`src/rtl/uart_rx_8n1.sv`:
```
// 8N1 UART receiver with its own bit timing from the system clock.
// Presents each good byte with a one-cycle valid strobe and mirrors its low nibble on the LEDs.
module uart_rx_8n1 #(
    parameter int CLKS_PER_BIT = 1250,
    parameter int HALF         = CLKS_PER_BIT / 2 - 1
) (
    input  logic       clk,
    input  logic       rst,
    input  logic       uart_rx,
    output logic [7:0] rx_data,
    output logic       rx_valid,
    output logic       rx_frame_err,
    output logic       rx_busy,
    output logic [3:0] led
);

    typedef enum logic [2:0] {
        IDLE,
        START,
        DATA,
        STOP,
        WAIT_HIGH
    } state_t;

    localparam logic [10:0] CNT_MAX  = 11'(CLKS_PER_BIT - 1);
    localparam logic [10:0] CNT_HALF = 11'(HALF);

    state_t      state, state_n;
    logic        sync1, rx_s;
    logic [10:0] cnt, cnt_n;
    logic [2:0]  bit_idx, bit_idx_n;
    logic [7:0]  shift, shift_n;
    logic [7:0]  rx_data_n;
    logic [3:0]  led_n;
    logic        valid_n, err_n;

    // Two-flop synchronizer; resets to the idle (high) line level.
    always_ff @(posedge clk or posedge rst) begin
        if (rst) begin
            sync1 <= 1'b1;
            rx_s  <= 1'b1;
        end else begin
            sync1 <= uart_rx;
            rx_s  <= sync1;
        end
    end

    always_ff @(posedge clk or posedge rst) begin
        if (rst) begin
            state        <= IDLE;
            cnt          <= '0;
            bit_idx      <= '0;
            shift        <= '0;
            rx_data      <= '0;
            led          <= '0;
            rx_valid     <= 1'b0;
            rx_frame_err <= 1'b0;
        end else begin
            state        <= state_n;
            cnt          <= cnt_n;
            bit_idx      <= bit_idx_n;
            shift        <= shift_n;
            rx_data      <= rx_data_n;
            led          <= led_n;
            rx_valid     <= valid_n;
            rx_frame_err <= err_n;
        end
    end

    always_comb begin
        state_n   = state;
        cnt_n     = cnt;
        bit_idx_n = bit_idx;
        shift_n   = shift;
        rx_data_n = rx_data;
        led_n     = led;
        valid_n   = 1'b0;
        err_n     = 1'b0;
        case (state)
            IDLE: begin
                if (!rx_s) begin
                    state_n = START;
                    cnt_n   = '0;
                end
            end
            // A start bit that is high again at mid-bit is a glitch.
            START: begin
                if (cnt != CNT_HALF) begin
                    cnt_n = cnt + 11'd1;
                end else if (!rx_s) begin
                    state_n   = DATA;
                    cnt_n     = '0;
                    bit_idx_n = '0;
                end else begin
                    state_n = IDLE;
                end
            end
            DATA: begin
                if (cnt == CNT_MAX) begin
                    shift_n = {rx_s, shift[7:1]};
                    cnt_n   = '0;
                    if (bit_idx == 3'd7) begin
                        state_n = STOP;
                    end else begin
                        bit_idx_n = bit_idx + 3'd1;
                    end
                end else begin
                    cnt_n = cnt + 11'd1;
                end
            end
            STOP: begin
                if (cnt == CNT_MAX) begin
                    cnt_n = '0;
                    if (rx_s) begin
                        rx_data_n = shift;
                        led_n     = shift[3:0];
                        valid_n   = 1'b1;
                        state_n   = IDLE;
                    end else begin
                        err_n   = 1'b1;
                        state_n = WAIT_HIGH;
                    end
                end else begin
                    cnt_n = cnt + 11'd1;
                end
            end
            // Hold off while the line is in a break so it cannot restart reception.
            WAIT_HIGH: begin
                if (rx_s) begin
                    state_n = IDLE;
                end
            end
            default: begin
                state_n = IDLE;
            end
        endcase
    end

    assign rx_busy = (state != IDLE);

endmodule

```
`config.mk`:
```
export PLATFORM = sky130hd
export DESIGN_NAME = uart_rx_8n1
export DESIGN_NICKNAME = d
export VERILOG_FILES = /design/src/rtl/uart_rx_8n1.sv
export SDC_FILE = /design/constraint.sdc
export NUM_CORES = 1
export LEC_CHECK = 0
export ABC_AREA = 1
export CAP_MARGIN = 20
export CORE_MARGIN = 8
export CORE_UTILIZATION = 32
export CTS_CLUSTER_SIZE = 10
export DETAILED_ROUTE_END_ITERATION = 8
export SETUP_SLACK_MARGIN = 0.2
export SYNTH_ARGS = -nofsm -noshare
export SYNTH_HDL_FRONTEND = slang
export SYNTH_SLANG_ARGS = --single-unit
export TNS_END_PERCENT = 20
```
`constraint.sdc`:
```
create_clock -name clk -period 3.3 [get_ports clk]
set_input_delay 0.99 -clock clk [delete_from_list [all_inputs] [get_ports clk]]
set_output_delay 0.99 -clock clk [all_outputs]
set_load 0.01 [all_outputs]
```
Yosys cells after proc, flatten, opt, wreduce, memory -nomap -nowiden
Cells that the tools add are included.
{"block": "totals", "output_inout_bits": 15, "ff_bits": 41, "wordCells": 60, "inputBits": 3}
{"block": "op_classes", "mux": 24, "eq_ne": 15, "addsub": 2, "reduce_logical": 9}
{"operator": "11-bit 2-to-1 mux", "count": 3}
{"operator": "3-bit 2-to-1 mux", "count": 11}
{"operator": "11-bit case mux with 3 select lines", "count": 1}
{"operator": "2-bit != test, second input constant", "count": 8}
{"operator": "3-bit case mux with 5 select lines", "count": 1}
{"operator": "11-bit by 1-bit adder with 11-bit output, second input constant", "count": 1}
{"operator": "11-bit equality test, second input constant", "count": 1}
{"operator": "11-bit by 10-bit != test with 1-bit output, second input constant", "count": 1}
{"operator": "3-bit by 2-bit equality test with 1-bit output, second input constant", "count": 2}
{"operator": "3-bit equality test, second input constant", "count": 2}
{"operator": "1-bit 2-to-1 mux", "count": 6}
{"operator": "3-bit case mux with 2 select lines", "count": 1}
{"operator": "6-bit AND reduction", "count": 1}
{"operator": "3-bit nonzero test", "count": 2}
{"operator": "5-bit AND reduction", "count": 1}
{"operator": "3-bit by 1-bit adder with 3-bit output, second input constant", "count": 1}
{"operator": "3-bit by 1-bit equality test with 1-bit output, second input constant", "count": 1}
{"operator": "3-bit zero test", "count": 1}
{"operator": "3-bit AND reduction", "count": 1}
{"operator": "2-bit 2-to-1 mux", "count": 1}
{"operator": "2-bit AND reduction", "count": 1}
{"operator": "2-bit nonzero test", "count": 1}
{"operator": "2-bit OR reduction", "count": 1}

Depth between registers and ports, before layout
{"block": "logic_depth", "depth_word": 4, "mapped_depth": 11, "mapped_depth_nobuf": 11}

Least setup slack after synthesis
Ideal clock, no wire load.
{"block": "synth_path", "path_kind": "register -> output", "from": "register state[2]", "to": "output port rx_busy", "path_stages_with_launch": 5, "n_path_buf": 2, "setup_slack_ns": 1.460, "arrival_ns": 0.850, "t_required_ns": 2.310, "cell_sequence": "dfrtp_1 -> buf_4 -> inv_2 -> buf_2 -> nand2_1"}
{"block": "synth_via", "elab_chain_len": 1}
{"element": "start: declaration", "line": "28", "text": "state_t state, state_n;"}
{"element": "start signal: assignment", "line": "59", "text": "state <= state_n;"}
{"element": "3-bit nonzero test", "line": "139", "text": "assign rx_busy = (state != IDLE);"}
{"element": "end: declaration", "line": "13", "text": "output logic rx_busy,"}
No other way between the ends.

Worst setup path after layout
Same ends and word-level chain as after synthesis.

==> flow_results.xml <==
<?xml version="1.0" encoding="UTF-8"?>
<metrics>
  <group name="status">
    <metric name="run_status" unit="">completed</metric>
  </group>
  <group name="clock_network">
    <metric name="cts-root-to-sink-buffers" unit="">2</metric>
    <metric name="cts_hold_buffers" unit="">0</metric>
    <metric name="clock_tree.htree_level_count" unit="">2</metric>
    <metric name="cts.reportedPaths.clkPinSlew" unit="ns">0.08</metric>
    <metric name="tritoncts" unit="">built</metric>
    <metric name="cts.repair_timing.setup_buffer_count" unit="">0</metric>
    <metric name="post_cts_resize_count" unit="">0</metric>
    <metric name="cts_num_sinks" unit="">37</metric>
    <metric name="insertion_delay" unit="ns">0.29</metric>
    <metric name="cts-buffers-inserted" unit="">5</metric>
    <metric name="root_buffer_selected_by_cts" unit="">clkbuf_8</metric>
  </group>
  <group name="pwr">
    <metric name="power.sequential.fraction" unit="%">57.0</metric>
    <metric name="netSwitchingFraction" unit="%">24.2</metric>
    <metric name="p_int" unit="mW">0.609</metric>
    <metric name="total_switching_power" unit="mW">0.195</metric>
    <metric name="power_frac_comb" unit="%">1.8</metric>
    <metric name="power.static_leakage" unit="nW">1.16</metric>
    <metric name="power.density" unit="mW/mm^2">333</metric>
    <metric name="clock_power_share" unit="%">41.2</metric>
    <metric name="vdd_ir_drop_max" unit="uV">201</metric>
  </group>
  <group name="placed_design">
    <metric name="gp_routability_congestion" unit="">0.828</metric>
    <metric name="io_buffer_count" unit="">17</metric>
    <metric name="dp_hpwl" unit="um">3110</metric>
    <metric name="dp.cells" unit="">352</metric>
  </group>
  <group name="final_layout">
    <metric name="postLayoutCoreUtil" unit="%">37.8</metric>
    <metric name="layout-area-overhead-vs-synth" unit="%">13.6</metric>
    <metric name="post_route_cells_drive_above_1_share" unit="%">15.9</metric>
    <metric name="antenna_cells_inserted" unit="">0</metric>
    <metric name="finalNonFillerCells" unit="">360</metric>
    <metric name="design.final.nets" unit="">290</metric>
  </group>
  <group name="yosys">
    <metric name="syn-cell-area" unit="mm^2">0.00213</metric>
    <metric name="synth_simple_gate_area_share" unit="%">31.9</metric>
    <metric name="muxShareOfSynthArea" unit="%">0</metric>
    <metric name="synth.yosys.seq_area_share" unit="%">43.6</metric>
    <metric name="synth_compound_gate_area_share" unit="%">10.4</metric>
    <metric name="dominant_combinational_cell_family_by_area_after_synthesis" unit="">simple AND/OR/NAND/NOR gates</metric>
    <metric name="xor_xnor_share_of_the_synthesized_area" unit="%">0.824</metric>
    <metric name="synthAdderAreaFrac" unit="%">2.94</metric>
    <metric name="yosys_warnings" unit="">0</metric>
    <metric name="syn-num-nets" unit="">275</metric>
    <metric name="postSynthAreaPerCell" unit="um^2">7.97</metric>
    <metric name="postSynthCellCount" unit="">267</metric>
    <metric name="post_synth_num_cell_types" unit="">33</metric>
    <metric name="yosys_register_bits" unit="">37</metric>
  </group>
  <group name="setup_path">
    <metric name="cp.required" unit="ns">2.31</metric>
    <metric name="critPathMaxFanout" unit="">11</metric>
    <metric name="timing.critical_path.arrival" unit="ns">1.73</metric>
    <metric name="crit-reg2reg-launch" unit="">cnt[0]</metric>
    <metric name="critical_path.endpoint_type" unit="">primary output</metric>
    <metric name="r2r-end" unit="">cnt[4]</metric>
    <metric name="critPathLaunchType" unit="">register</metric>
    <metric name="criticalPathCategory" unit="">reg2out</metric>
    <metric name="worst_setup_slack_for_register_to_register_paths" unit="ns">1.50</metric>
    <metric name="worst_case_reg_to_reg_path_depth" unit="">10</metric>
  </group>
  <group name="timing">
    <metric name="post-route-min-period" unit="ns">2.72</metric>
    <metric name="final_min_period_over_clock_period" unit="%">82.3</metric>
    <metric name="tightest_slew" unit="ns">0.480</metric>
    <metric name="rsz0062_at_grt" unit="">no</metric>
    <metric name="setup-violations-final" unit="">0</metric>
    <metric name="tns_setup" unit="ns">0</metric>
    <metric name="finClkSkew" unit="ns">0.00843</metric>
    <metric name="slew-limit-headroom" unit="%">68.0</metric>
    <metric name="max_freq" unit="MHz">368</metric>
    <metric name="hold_viol_final" unit="">0</metric>
    <metric name="slew_viol_final" unit="">0</metric>
  </group>
  <group name="global_route">
    <metric name="initial_antenna_violation_count" unit="">0</metric>
    <metric name="first_global_vias" unit="">1601</metric>
    <metric name="grt_first_pass_wirelength" unit="um">7600</metric>
    <metric name="track_usage" unit="%">9.59</metric>
    <metric name="maximum_number_of_pins_on_one_net_before_global_route_repair" unit="">38</metric>
    <metric name="overflow" unit="">0</metric>
  </group>
  <group name="floorplan">
    <metric name="rows" unit="">29</metric>
    <metric name="die_area" unit="mm^2">0.00951</metric>
    <metric name="placeableCoreArea" unit="mm^2">0.00639</metric>
    <metric name="die_height" unit="um">97.5</metric>
    <metric name="ios" unit="">18</metric>
    <metric name="die_x" unit="um">97.5</metric>
    <metric name="initial_core_util" unit="%">33.3</metric>
  </group>
  <group name="detailed_routing">
    <metric name="vias" unit="">1665</metric>
    <metric name="first_iter_violations" unit="">64</metric>
    <metric name="drt-vias-per-instance" unit="">4.63</metric>
    <metric name="postRouteAntennaNets" unit="">0</metric>
    <metric name="post-route-drc-count" unit="">0</metric>
    <metric name="drt_wl_total" unit="um">4420</metric>
    <metric name="avgRoutedWirePerCell" unit="um">12.3</metric>
    <metric name="drt_first_pass_iters" unit="">4</metric>
  </group>
  <group name="worst_hold_path">
    <metric name="hp-class" unit="">reg2reg</metric>
    <metric name="min_to" unit="">rx_s</metric>
    <metric name="hold_path_startpoint" unit="">sync1</metric>
    <metric name="number_of_cells_on_the_worst_hold_path" unit="">0</metric>
  </group>
  <group name="flow_run">
    <metric name="drv_cap" unit="">0</metric>
  </group>
</metrics>
-- worst max-delay path by stage --
stage	start	end	slack, ns	cells past startpoint
after floorplan	state[2]	rx_busy	1.46	4
after global placement	state[2]	rx_busy	0.92	3
after global routing	state[2]	rx_busy	0.49	3
after detailed placement	state[2]	rx_busy	0.89	3
final	state[2]	rx_busy	0.58	3
after CTS	state[2]	rx_busy	0.56	3
-- synth_stat cells, drive strengths merged --
cell type   n  share of area, %
o22ai       1              0.29
nand3      22               6.0
xnor2       1              0.41
nor3        7               1.9
inv        36               6.4
o211ai      1              0.35
or2         1              0.41
nand2      88                17
a21oi       5               1.2
o21ai      23               7.2
buf        10               3.5
dfstp       2               2.5
xor2        1              0.41
dfrtp      35                41
nand4       2              0.59
ha          5               2.9
clkinv      1              0.41
nor2       23               5.8
o21bai      2               1.1
a31oi       1              0.29
-- cell usage in the layout (no fill, tap or decap), drive strengths merged, types with 2 or more instances in the layout --
master         instances
a21oi                  5
clkdlybuf4s50         17
dfstp                  2
clkbuf                 5
nand4                  2
nor3                   7
nand2                 88
clkinv                 2
ha                     5
nor2                  23
nand3                 22
o21bai                 2
inv                   37
dfrtp                 35
o21ai                 23
-- state kept, by name, indices dropped and copies added, names as in the netlist --
| name | count |
|---|---|
| sync1 | 1 |
| shift | 8 |
| bit_idx | 3 |
| rx_frame_err | 1 |
| rx_data | 8 |
| state | 3 |
| cnt | 11 |
| rx_valid | 1 |
| rx_s | 1 |
-- per-layer routing --
layer	vias up	routed length, um	GRT usage, %	part of all wire (%)
li1	864	-	-	-
met1	765	2300	12.4	52
met2	34	1870	14.5	42
met3	2	218	3.63	4.9
met4	0	23	2.45	0.52
met5	-	0	0	0
-- cells by family after synthesis --
group           count (synthesis)
fa+ha+maj                       5
simple gates                  143
buf+inv                        47
xor+xnor                        2
flops                          37
compound gates                 33
-- critical path, cell delays in order, from the launching register on --
cell and delay [ns]:
dfrtp_1 0.57, inv_2 0.18, nand2_1 0.14, clkdlybuf4s50_1 0.54
-- per-stage QoR --
stage / area [um^2] / power [mW] / setup slack (ns) / hold WS, ns
final: 2420 / 0.804 / 0.585 / 0.358
after global routing: 2420 / 0.843 / 0.488 / 0.362
after CTS: 2420 / 0.814 / 0.557 / 0.360
after detailed placement: 2330 / 0.483 / 0.893 / 0.348
after global placement: 2330 / 0.482 / 0.918 / 0.346
after floorplan: 2130 / 0.475 / 1.46 / 0.345
-- power groups by stage --
stage / clock network (mW) / registers (mW) / logic, mW
2_1_floorplan: 0 / 0.464 / 0.0107
3_3_place_gp: 0 / 0.467 / 0.0157
3_5_place_dp: 0 / 0.467 / 0.0158
4_1_cts: 0.341 / 0.458 / 0.0157
5_1_grt: 0.367 / 0.458 / 0.0174
6_report: 0.331 / 0.458 / 0.0146
-- final cells by class --
class	instances	area, um^2
repair buffers	18	178
clock inverters	3	21.3
well taps	77	96.3
flip-flops and latches	37	928
inverters	37	144
multi-input cells	183	980
fillers	657	3970
clock buffers	5	68.8
No activity file was read; power rests on OpenSTA's default activity.
